$ cat src/rtl/button_gesture_pkg.sv
// Shared types and default timing constants for the button gesture classifier.
// Timing constants are counted in divider ticks, not in clk cycles.
package button_gesture_pkg;

    typedef enum logic [2:0] {
        ST_IDLE   = 3'd0,
        ST_PRESS1 = 3'd1,
        ST_LONG   = 3'd2,
        ST_WAIT2  = 3'd3,
        ST_PRESS2 = 3'd4
    } state_e;

    typedef enum logic [2:0] {
        EV_NONE   = 3'd0,
        EV_SHORT  = 3'd1,
        EV_DOUBLE = 3'd2,
        EV_LONG   = 3'd3,
        EV_REPEAT = 3'd4
    } event_e;

    localparam int DEF_LONG_TICKS   = 64;
    localparam int DEF_DOUBLE_TICKS = 16;
    localparam int DEF_REPEAT_TICKS = 8;
    localparam int DEF_CW           = 8;

endpackage

$ cat src/rtl/button_gesture_if.sv
// Button input / gesture event bundle. The master drives the button level and
// the divider bit; the slave (the classifier) drives the event pulses and busy.
interface button_gesture_if;

    logic btn_i;
    logic sclk_i;
    logic short_press_o;
    logic double_press_o;
    logic long_press_o;
    logic repeat_o;
    logic busy_o;

    modport master (
        output btn_i,
        output sclk_i,
        input  short_press_o,
        input  double_press_o,
        input  long_press_o,
        input  repeat_o,
        input  busy_o
    );

    modport slave (
        input  btn_i,
        input  sclk_i,
        output short_press_o,
        output double_press_o,
        output long_press_o,
        output repeat_o,
        output busy_o
    );

endinterface

$ cat src/rtl/button_gesture_tick_edge.sv
// Rising-edge strobe for a clk-synchronous level. The history register resets
// to 1 so a level already high during reset produces no strobe afterwards.
module button_gesture_tick_edge (
    input  logic clk,
    input  logic rst,
    input  logic level_i,
    output logic strobe_o
);

    logic level_q;

    // Previous-cycle copy of the level.
    always_ff @(posedge clk) begin
        if (rst) begin
            level_q <= 1'b1;
        end else begin
            level_q <= level_i;
        end
    end

    assign strobe_o = level_i & ~level_q;

endmodule

$ cat src/rtl/button_gesture.sv
// Classifies a debounced button level into short, double, long and repeat
// events, timing every gesture window in divider ticks.
module button_gesture
    import button_gesture_pkg::*;
#(
    parameter int LONG_TICKS   = DEF_LONG_TICKS,
    parameter int DOUBLE_TICKS = DEF_DOUBLE_TICKS,
    parameter int REPEAT_TICKS = DEF_REPEAT_TICKS,
    parameter int CW           = DEF_CW
) (
    input  logic             clk,
    input  logic             rst,
    button_gesture_if.slave  bus
);

    localparam logic [CW-1:0] LONG_LAST   = CW'(LONG_TICKS - 1);
    localparam logic [CW-1:0] DOUBLE_LAST = CW'(DOUBLE_TICKS - 1);
    localparam logic [CW-1:0] REPEAT_LAST = CW'(REPEAT_TICKS - 1);
    localparam logic [CW-1:0] CNT_ONE     = CW'(1);
    localparam logic [CW-1:0] CNT_ZERO    = CW'(0);

    logic          tick_s;
    logic          rise_s;
    state_e        state_q;
    state_e        state_d;
    logic [CW-1:0] cnt_q;
    logic [CW-1:0] cnt_d;
    event_e        ev_d;
    logic          short_q;
    logic          double_q;
    logic          long_q;
    logic          repeat_q;
    logic          busy_q;

    button_gesture_tick_edge u_sclk_edge (
        .clk      (clk),
        .rst      (rst),
        .level_i  (bus.sclk_i),
        .strobe_o (tick_s)
    );

    button_gesture_tick_edge u_btn_edge (
        .clk      (clk),
        .rst      (rst),
        .level_i  (bus.btn_i),
        .strobe_o (rise_s)
    );

    // Next state, tick counter and event selection; a btn change beats a tick.
    always_comb begin
        state_d = state_q;
        cnt_d   = cnt_q;
        ev_d    = EV_NONE;
        case (state_q)
            ST_IDLE: begin
                if (rise_s) begin
                    state_d = ST_PRESS1;
                end else begin
                    state_d = ST_IDLE;
                end
            end
            ST_PRESS1: begin
                if (!bus.btn_i) begin
                    state_d = ST_WAIT2;
                end else if (tick_s) begin
                    if (cnt_q == LONG_LAST) begin
                        ev_d    = EV_LONG;
                        state_d = ST_LONG;
                    end else begin
                        cnt_d = cnt_q + CNT_ONE;
                    end
                end else begin
                    cnt_d = cnt_q;
                end
            end
            ST_LONG: begin
                if (!bus.btn_i) begin
                    state_d = ST_IDLE;
                end else if (tick_s) begin
                    if (cnt_q == REPEAT_LAST) begin
                        ev_d  = EV_REPEAT;
                        cnt_d = CNT_ZERO;
                    end else begin
                        cnt_d = cnt_q + CNT_ONE;
                    end
                end else begin
                    cnt_d = cnt_q;
                end
            end
            ST_WAIT2: begin
                if (bus.btn_i) begin
                    state_d = ST_PRESS2;
                end else if (tick_s) begin
                    if (cnt_q == DOUBLE_LAST) begin
                        ev_d    = EV_SHORT;
                        state_d = ST_IDLE;
                    end else begin
                        cnt_d = cnt_q + CNT_ONE;
                    end
                end else begin
                    cnt_d = cnt_q;
                end
            end
            ST_PRESS2: begin
                if (!bus.btn_i) begin
                    ev_d    = EV_DOUBLE;
                    state_d = ST_IDLE;
                end else begin
                    state_d = ST_PRESS2;
                end
            end
            default: begin
                state_d = ST_IDLE;
                cnt_d   = CNT_ZERO;
            end
        endcase
        if (state_d != state_q) begin
            cnt_d = CNT_ZERO;
        end else begin
            cnt_d = cnt_d;
        end
    end

    // State, counter and registered event/busy outputs.
    always_ff @(posedge clk) begin
        if (rst) begin
            state_q  <= ST_IDLE;
            cnt_q    <= CNT_ZERO;
            short_q  <= 1'b0;
            double_q <= 1'b0;
            long_q   <= 1'b0;
            repeat_q <= 1'b0;
            busy_q   <= 1'b0;
        end else begin
            state_q  <= state_d;
            cnt_q    <= cnt_d;
            short_q  <= (ev_d == EV_SHORT);
            double_q <= (ev_d == EV_DOUBLE);
            long_q   <= (ev_d == EV_LONG);
            repeat_q <= (ev_d == EV_REPEAT);
            busy_q   <= (state_d != ST_IDLE);
        end
    end

    assign bus.short_press_o  = short_q;
    assign bus.double_press_o = double_q;
    assign bus.long_press_o   = long_q;
    assign bus.repeat_o       = repeat_q;
    assign bus.busy_o         = busy_q;

endmodule

$ cat src/flat_wrapper.sv
// flat-port wrapper written by rule: the top's interface ports become plain ports
module button_gesture_flat import button_gesture_pkg::*;
#(
    parameter int LONG_TICKS   = DEF_LONG_TICKS,
    parameter int DOUBLE_TICKS = DEF_DOUBLE_TICKS,
    parameter int REPEAT_TICKS = DEF_REPEAT_TICKS,
    parameter int CW           = DEF_CW
)
  (clk, rst, bus_btn_i, bus_sclk_i, bus_short_press_o, bus_double_press_o, bus_long_press_o, bus_repeat_o, bus_busy_o);
  button_gesture_if bus_i ();
  input  logic clk;
  input  logic rst;
  input wire logic [$bits(bus_i.btn_i)-1:0] bus_btn_i;
  input wire logic [$bits(bus_i.sclk_i)-1:0] bus_sclk_i;
  output wire logic [$bits(bus_i.short_press_o)-1:0] bus_short_press_o;
  output wire logic [$bits(bus_i.double_press_o)-1:0] bus_double_press_o;
  output wire logic [$bits(bus_i.long_press_o)-1:0] bus_long_press_o;
  output wire logic [$bits(bus_i.repeat_o)-1:0] bus_repeat_o;
  output wire logic [$bits(bus_i.busy_o)-1:0] bus_busy_o;
  assign bus_i.btn_i = bus_btn_i;
  assign bus_i.sclk_i = bus_sclk_i;
  assign bus_short_press_o = bus_i.short_press_o;
  assign bus_double_press_o = bus_i.double_press_o;
  assign bus_long_press_o = bus_i.long_press_o;
  assign bus_repeat_o = bus_i.repeat_o;
  assign bus_busy_o = bus_i.busy_o;
  button_gesture #(.LONG_TICKS(LONG_TICKS), .DOUBLE_TICKS(DOUBLE_TICKS), .REPEAT_TICKS(REPEAT_TICKS), .CW(CW)) u_core (.clk(clk), .rst(rst), .bus(bus_i));
endmodule
$ cat config.mk
export PLATFORM = sky130hd
export DESIGN_NAME = button_gesture_flat
export DESIGN_NICKNAME = d
export VERILOG_FILES = /design/src/rtl/button_gesture_pkg.sv /design/src/rtl/button_gesture_if.sv /design/src/rtl/button_gesture_tick_edge.sv /design/src/rtl/button_gesture.sv /design/src/flat_wrapper.sv
export SDC_FILE = /design/constraint.sdc
export NUM_CORES = 1
export LEC_CHECK = 0
export CAP_MARGIN = 5
export CORE_MARGIN = 5
export CORE_UTILIZATION = 64
export CTS_BUF_LIST = sky130_fd_sc_hd__clkbuf_2
export DETAILED_ROUTE_END_ITERATION = 16
export DONT_BUFFER_PORTS = 1
export PLACE_DENSITY = 0.8
export SYNTH_ARGS = -nofsm -noshare
export SYNTH_HDL_FRONTEND = slang
export SYNTH_SLANG_ARGS = --single-unit
export TNS_END_PERCENT = 1
$ cat constraint.sdc
create_clock -name clk -period 3.5 [get_ports clk]
set_input_delay 0.875 -clock clk [delete_from_list [all_inputs] [get_ports clk]]
set_output_delay 0.875 -clock clk [all_outputs]
set_load 0.03 [all_outputs]
==> out/qor.yml <==
synth_common_cells: "18 x dfxtp_1, 14 x a21oi_1, 10 x nor2_1, 10 x o21ai_0"
clk_pin_slew_ns: 0.17
synth_edf_count: 0
cts_sinks: 18
fillers: 127
topRoutingLayerUsed: "met4"
drt_wl_total_um: 2221
fmax_mhz: 428.6
fin_crit_ns: 2.333
skew_ns: 0.003452
firstDrtPassIters: 4
core_area_mm2: 0.001524
ys_warn_count: 0
yosys.area.top_type: "dfxtp_1"
numCtsBuffers: 3
start_util: 0.6880
dpl.hpwl_um: 1563
grt_pass1_vias: 865
synth_seq_cells: 18
floorplan.rows: 14
die_x_um: 50.48
grtUsageTotal: 0.1915
worstHoldPathType: "reg2reg"
diodes: 0
powerDensity_mw_per_mm2: 310.5
worst_slew_pin_slew_ns: 0.7269
slew_headroom: 0.5121
num_vias: 981
status: "completed"
critPathLaunchType: "flip-flop"
synth_seq_area_share: 0.3437
min_period_over_period: 0.6667
async_flop_share: 0
pin_count: 9
cts_root_buf: "clkbuf_2"
syn_to_final_growth_pct: 0.7157
place_congestion: 0.8382
ctsHoldBuffers: 0
grt_max_degree: 20
wl_per_cell_um: 15.53
cap_violations: 0
post-synth-top-count-cell: "dfxtp_1"
multi_input_comb_area_um2: 653.1
synth_top_area_frac: 0.3437
drv_slew: 0
instances_no_fill: 143
ys.flop_type: "dfxtp_1"
hold_viol: 0
wl_met1_um: 1024
ant_nets: 0
avgViaCountPerCell: 6.860
drive_above_1_share: 0.1260
gr-total-overflow: 0
finalSetupViolCount: 0
drc: 0
worst-path-max-fanout: 18
ys_types: 38
vdd.ir_drop.worst_uv: 237.5
dp_cells: 139
die_y_um: 50.48
clock_latency_ns: 0.31
wl_met3_um: 211
fin_nets: 133
cts_max_path_buffers: 2
cp.required_ns: 3.75
htree_levels: 1
synth_nets: 136
synth_cells: 131
cts_tree: "yes"
post-cts-setup-buffers: 0
rsz0062_at_grt: "false"
io_buffers: 0
setup_tns_ns: 0
cp-end-kind: "flip-flop"
cts_resized: 0
syn_area_mm2: 0.001049
antenna_found_initial: 0
detail_route.iter0.violations: 46
criticalPathCategory: "reg2reg"
synth_area_leaders: "dfxtp_1 34%, a21oi_1 6.7%, o21ai_0 4.8%"
regArea_um2: 360.3
wl_met2_um: 943
grt_pass1_wl_um: 3864
arrival_ns: 2.59
die-area_mm2: 0.002548
synth.avg_cell_area_um2: 8.004
total_leakage_power_nw: 0.3535
stage by stage:
stage          area, um^2  power (mW)  utilization  setup slack [ns]  hold slack (ns)
2_1_floorplan        1049      0.2408            -             1.123           0.4579
3_3_place_gp         1037      0.2411       0.6806             1.060           0.4780
3_5_place_dp         1037      0.2422       0.6806            0.9711           0.4800
4_1_cts              1056      0.3301       0.6929             1.211           0.5008
5_1_grt              1056      0.3474       0.6929             1.021           0.5220
6_report             1056      0.3278       0.6929             1.167           0.5038
metal layers:
metal	vias to the layer above	GRT usage
li1	481	-
met1	444	0.2770
met2	51	0.2645
met3	5	0.03846
met4	0	0.09787
met5	-	0
worst max-delay path: stages (launching register included):
cell	delay [ns]
dfxtp_1	0.71
mux2_2	0.42
a311o_1	0.47
or4_1	0.53
a21oi_1	0.15
state kept, by name, summed over array words and instances, names as in the netlist:
register                    count
u_core.bus.double_press_o       1
u_core.state_q                  3
u_core.cnt_q                    8
u_core.u_sclk_edge.level_q      1
u_core.bus.busy_o               1
u_core.bus.long_press_o         1
u_core.bus.repeat_o             1
u_core.u_btn_edge.level_q       1
u_core.bus.short_press_o        1
cell type report:
type | instances | area share
clock buffers | 3 | 0.01422
inverters | 1 | 0.003555
clock inverters | 1 | 0.003555
flip-flops and latches | 18 | 0.3412
well taps | 16 | 0.01896
multi-input cells | 104 | 0.6185
logic make-up (layout without fill, tap and decap cells):
| group | count (synthesis) | in the layout | share of synthesized area |
|---|---|---|---|
| adders and majority gates | 1 | 1 | 0.01193 |
| AOI/OAI and AO/OA | 41 | 41 | 0.2578 |
| muxes | 1 | 1 | 0.01074 |
| and+or+nand+nor | 61 | 61 | 0.3425 |
| buffers and inverters | 9 | 5 | 0.03341 |
| DFF | 18 | 18 | 0.3437 |
cells in the final DEF (no fill, tap or decap), drive strengths merged, types with 2 or more instances in the layout:
cell type	Yosys	routed
a31oi	4	4
a311oi	2	2
or4	3	3
a21oi	14	14
nand4b	3	3
nor3	4	4
clkbuf	7	3
and3	3	3
nand2b	4	4
nor3b	3	3
o21ai	10	10
dfxtp	18	18
nor2b	4	4
nor2	10	10
nand3	6	6
nand2	7	7
or3	6	6
o21ba	2	2
a221oi	2	2
or2	4	4
path summary, 6_finish.rpt:
kind	startpoint	endpoint	slack (ns)	depth (start not counted)
setup / recovery	u_core.state_q[1]	u_core.cnt_q[6]	1.17	4
hold / removal	u_core.cnt_q[1]	u_core.cnt_q[1]	0.50	2
setup reg to reg	u_core.state_q[1]	u_core.cnt_q[6]	1.17	4
hold reg to reg	u_core.cnt_q[1]	u_core.cnt_q[1]	0.50	2
where the power goes:
part           total [mW]  switching [mW]  internal, mW
Clock              0.0895          0.0647        0.0248
Sequential          0.212         0.00473         0.208
Combinational      0.0258          0.0144        0.0114
Note: power is estimated with default switching activity, not from simulation.
